File: src/rtl/sigma_serial.sv
// Bit-serial SHA-256 small sigma: records one word MSB-first per bclk frame and plays
// ROTR(R1)^ROTR(R2)^SHR(S) of it in the next frame. Optional SIGMA_SERIAL_BYPASS_EN adds a delay-line mode.
module sigma_serial #(
    parameter int w_sum = 32,
    parameter int R1    = 7,
    parameter int R2    = 18,
    parameter int S     = 3
) (
    input  logic                     clk,
    input  logic                     rst,
    input  logic                     bclk,
    input  logic [$clog2(w_sum)-1:0] counter,
    input  logic                     in,
`ifdef SIGMA_SERIAL_BYPASS_EN
    input  logic                     bypass,
`endif
    output logic                     out,
    output logic                     valid
);

    logic             bclk_prev;
    logic [w_sum-2:0] sh;
    logic [w_sum-1:0] word;
    logic [w_sum-1:0] sig_msb;   // sigma bit for each counter value (index 0 = MSB)
    logic [w_sum-1:0] word_msb;  // raw word bit for each counter value
    logic             rise;
    logic             fall;
    logic             play_bit;
    logic             last_bit;

    assign rise     = !bclk_prev && bclk;
    assign fall     = bclk_prev && !bclk;
    assign last_bit = (int'(counter) == w_sum - 1);

    // Every rotate/shift index is a constant, so each output bit is a fixed XOR of word bits.
    for (genvar c = 0; c < w_sum; c++) begin : g_bit
        localparam int j  = w_sum - 1 - c;
        localparam int i1 = (j + R1) % w_sum;
        localparam int i2 = (j + R2) % w_sum;
        if (j + S < w_sum) begin : g_shift
            assign sig_msb[c] = word[i1] ^ word[i2] ^ word[j+S];
        end else begin : g_noshift
            assign sig_msb[c] = word[i1] ^ word[i2];
        end
        assign word_msb[c] = word[j];
    end

    always_comb begin
        play_bit = 1'b0;
        if (int'(counter) < w_sum) begin
`ifdef SIGMA_SERIAL_BYPASS_EN
            play_bit = bypass ? word_msb[counter] : sig_msb[counter];
`else
            play_bit = sig_msb[counter];
`endif
        end
    end

`ifndef SIGMA_SERIAL_BYPASS_EN
    logic unused_word_msb;
    assign unused_word_msb = ^word_msb;
`endif

    always_ff @(posedge clk) begin
        if (rst) begin
            bclk_prev <= 1'b0;
            sh        <= '0;
            word      <= '0;
            out       <= 1'b0;
            valid     <= 1'b0;
        end else begin
            bclk_prev <= bclk;
            if (rise) begin
                sh <= {sh[w_sum-3:0], in};
                if (last_bit) begin
                    word  <= {sh, in};
                    valid <= 1'b1;
                end
            end
            // Plays at counter==w_sum-1 fall precede the capturing rise, so the old word is read.
            if (fall) begin
                out <= play_bit;
            end
        end
    end

endmodule

File: config.mk
export PLATFORM = sky130hd
export DESIGN_NAME = sigma_serial
export DESIGN_NICKNAME = d
export VERILOG_FILES = /design/src/rtl/sigma_serial.sv
export SDC_FILE = /design/constraint.sdc
export NUM_CORES = 1
export LEC_CHECK = 0
export CORE_MARGIN = 4
export CORE_UTILIZATION = 60
export CTS_BUF_LIST = sky130_fd_sc_hd__clkbuf_4 sky130_fd_sc_hd__clkbuf_8 sky130_fd_sc_hd__clkbuf_16
export DETAILED_ROUTE_END_ITERATION = 12
export PLACE_DENSITY = 0.82
export SLEW_MARGIN = 20
export SYNTH_ARGS = -nofsm -noshare
export SYNTH_HDL_FRONTEND = slang
export SYNTH_SLANG_ARGS = --single-unit
File: constraint.sdc
create_clock -name clk -period 4.3 [get_ports clk]
set_input_delay 0.43 -clock clk [delete_from_list [all_inputs] [get_ports clk]]
set_output_delay 0.43 -clock clk [all_outputs]
set_load 0.03 [all_outputs]
# ---- Word-level counts from Yosys, hierarchy flattened
# Index checks and enable logic that the tools add are counted.
dict set report totals {
  regBits 66
  elab_cells 75
}
dict set report op_classes {
  bitwise 61
  n_eq_ne 1
  n_reduce_logical 5
  magnitude_cmp 1
  muxes 2
}
# operator n
set ops {}
lappend ops {{$xor A1 B1 Y1} 61}
lappend ops {{$lt A5 B6 Y1 const B} 1}
lappend ops {{$bmux W1 S5} 1}
lappend ops {{$eq A5 B1 Y1 const B} 1}
lappend ops {{$logic_and A1 B1 Y1} 2}
lappend ops {{$logic_not A1 Y1} 2}
lappend ops {{$reduce_and A2 Y1} 1}
lappend ops {{$mux W1} 1}

# ---- Logic depth before layout (Yosys ltp)
dict set report logic_depth {
  ltp_word 4
  ltp_mapped 8
  depth_no_buf 6
}

# ---- Worst setup path after synthesis
# No wires, ideal clock.
dict set report synth_path {
  kind {in2reg}
  from {in bclk}
  to {reg word[10]}
  path_buffers 3
  t_arrival_ns 1.525
  path_stages 8
  path_slack_ns 2.643
  cell_sequence {nor2b_1 -> clkbuf_1 -> nand2_1 -> or3_1 -> clkbuf_1 -> clkbuf_1 -> nand2_1 -> a21oi_1}
}
dict set report synth_between {
  elab_chain_len 2
}
# element line
set synth_rtl {}
lappend synth_rtl {{start: declaration} 11} ;# input logic bclk,
lappend synth_rtl {{$logic_and A1 B1 Y1} 31} ;# assign rise = !bclk_prev && bclk;
lappend synth_rtl {{$reduce_and A2 Y1 (no source line)} n/a}
lappend synth_rtl {{end signal: assignment} 76} ;# word <= {sh, in};
lappend synth_rtl {{end: declaration} 23} ;# logic [w_sum-1:0] word;
# No other way between the ends.
# A chain may end at the register's enable or synchronous reset.

# ---- Worst setup path in the final report
dict set report layout_path {
  from {in bclk}
  to {reg word[23]}
}
# The elaborated chain is that of the path after synthesis.

==> impl_metrics.csv <==
group,metric,value,unit
timing,finalCriticalPeriod,2.47,ns
clock_network,cts_num_sinks,66,
drt,postRouteAntennaNets,0,
drt,drt_first_iter_violations,201,
yosys,ys_top_cells_by_count,"135 x nand2_1, 66 x dfxtp_1, 64 x a21oi_1, 44 x xnor2_1, 23 x clkbuf_1",
critical_path,cp-start-kind,"input pin",
drt,avgViaCountPerCell,5.50,
global_routing,overflow,0,
die,core_area,5110,um^2
global_routing,grt_max_degree,69,
clock_network,h-tree-depth,3,
drt,drc,0,
timing,clock.fmax,406,MHz
die,fp-row-count,26,
status,status,"finished, final reports clean",
critical_path,cp_top_family,"simple AND/OR/NAND/NOR gates",
critical_path,end_kind,"register",
critical_path,worstPathArrival,2.66,ns
timing,setup_slack,1.83,ns
yosys,synth_nets,405,
power,powerDensity,328,nW/um^2
power,power_leakage,1.06,nW
critical_path,worstPathCellList,"clkdlybuf4s50_1 -> nor2b_2 -> buf_4 -> nand2_1 -> or3_1 -> nand2_1 -> a21oi_1",
job,drv_cap,0,
hold_path,hold_class,"register to register",
drt,drt_first_pass_iters,4,
global_routing,grt_pass1_wl,11.3,mm
die,fp.dieW,80.5,um
drt,routedWlPerCell,14.5,um
critical_path,crit_fanout,32,
yosys,yosysWarnings,0,
power,power,1.13,mW
yosys,seq_area_frac_synth,41.9,%
timing,setup_tns,0,ns
drt,num_vias,2590,
place,portBuffers,10,
power,ir_worst_vdd,243,uV
die,die_h,80.5,um
timing,worst_pin_slew,1.00,ns
yosys,yosysTopAreaCellShare,41.9,%
place,dp_hpwl,4.62,mm
yosys,yosysUniqueCellTypes,34,
yosys,syn_area,3150,um^2
critical_path,slowest_delay,0.74,ns
timing,setup_viol,0,
yosys,synth-edff-count,0,
place,gp_congestion,0.937,
drt,wirelength,6.83,mm
yosys,yosys.area.top_type,"dfxtp_1",
timing,whs,0.459,ns
clock_network,cts_tree,"built",
global_routing,antenna_found_initial,0,
clock_network,cts_root_buf,"clkbuf_8",
clock_network,ctsResizeCount,0,
cells_and_area,fillCellCount,447,
timing,skew,0.00786,ns
cells_and_area,drive_above_1_share,6.48,%
critical_path,worstPathRequired,4.49,ns
global_routing,grt_pass1_vias,2448,
global_routing,track_usage,23.1,%
critical_path,crit_buf_inv,2,
place,dp_slack,1.50,ns
clock_network,cts_setup_buffers,0,
timing,grt_setup_unrepaired,"false",
yosys,syn_area_per_cell,7.96,um^2
yosys,ys_seq_elements,66,
die,dieArea,6470,um^2
timing,hold_violations,0,
clock_network,cts_made_buffers,9,
cells_and_area,area_growth,9.53,%
critical_path,timing.critical_path.mode_cell,"nand2_1",
timing,relSlewSlack,33.2,%
yosys,synthTopCellsByArea,"dfxtp_1 42%, nand2_1 16%, xnor2_1 12%, a21oi_1 10%, xnor3_1 4.3%",
critical_path,path_class,"input pin to register",
cells_and_area,final_util,67.6,%
yosys,synthFlopType,"dfxtp_1",
clock_network,clk_latency,0.34,ns
timing,fin_crit_sh,57.3,%
yosys,synth_cells,396,
yosys,async_reset_ff_share,0,%
clock_network,cts_buffer_depth,2,
clock_network,clk_pin_slew,0.07,ns
yosys,synth.most_common_cell,"nand2_1",
die,initial_core_util,61.7,%
cells_and_area,antenna_cells,0,
critical_path,critical_path.slowest_cell,"or3_1",
die,num_io_pins,11,
clock_network,ctsHoldBuffers,0,
cells_and_area,layout.nets,405,
timing,maxSlewViolCount,0,
layout make-up:
class,instances,area (um^2),share of cell area (%)
clock buffers,13,160,4.64
clock inverters,3,15.0,0.435
inverters,1,3.75,0.109
multi-input cells,305,1750,50.6
flip-flops and latches,66,1320,38.3
well taps,70,87.6,2.54
repair buffers,13,118,3.41
metal layers:
layer  vias to the layer above  GRT usage [%]  share of wire (%)
met5                         -              0                  0
met4                         0           12.3                2.9
met3                        21           5.72                4.6
met2                        58           35.8                 46
met1                      1206           29.4                 47
li1                       1305              -                  -
cells in the final DEF, fill, tap and decap left out, drive strengths merged, types with 5 or more instances in the layout:
| master | instances |
|---|---|
| mux2i | 7 |
| clkdlybuf4s50 | 9 |
| nand2 | 135 |
| xnor2 | 44 |
| clkbuf | 13 |
| a21oi | 64 |
| dfxtp | 66 |
| xnor3 | 6 |
| nor2 | 7 |
| o21ai | 5 |
registers in the layout, summed over array words and instances, names as in the netlist:
| register | flops |
|---|---|
| word | 32 |
| sh | 31 |
| bclk_prev | 1 |
| out | 1 |
| valid | 1 |
worst register-to-register path, stage by stage, from the launching register on:
cell and delay (ns):
dfxtp_1 0.33, nor2b_2 0.10, buf_4 0.32, nand2_1 0.17, or3_1 0.74, nand2_1 0.23
a21oi_1 0.09
final timing paths:
| path | to | start | slack (ns) | cells after the start |
|---|---|---|---|---|
| setup / recovery | word[23] | bclk | 1.83 | 7 |
| hold / removal | word[31] | sh[30] | 0.46 | 2 |
| setup reg to reg | word[23] | bclk_prev | 2.17 | 6 |
| hold reg to reg | word[31] | sh[30] | 0.46 | 2 |
cells by family after synthesis:
kind of cell	after synthesis	synth area share [%]
AND/OR/NAND/NOR	168	22.7
AO/OA/AOI/OAI	78	13.1
flip-flops	66	41.9
XOR/XNOR	52	17.1
buffers and inverters	25	3.02
multiplexers	7	2.22
stage by stage:
| stage | instances | instance area, um^2 |
|---|---|---|
| finish | 471 | 3450 |
| global route | 471 | 3450 |
| CTS | 471 | 3450 |
| detailed placement | 455 | 3270 |
| global placement | 455 | 3270 |
| floorplan | 396 | 3150 |
power breakdown:
group | switching (mW) | internal, mW | total (mW) | leakage (nW)
logic | 0.0398 | 0.0177 | 0.0576 | 0.434
clock network | 0.218 | 0.241 | 0.460 | 0.0974
registers | 0.00136 | 0.613 | 0.614 | 0.532
(Power assumes the default switching activity.)
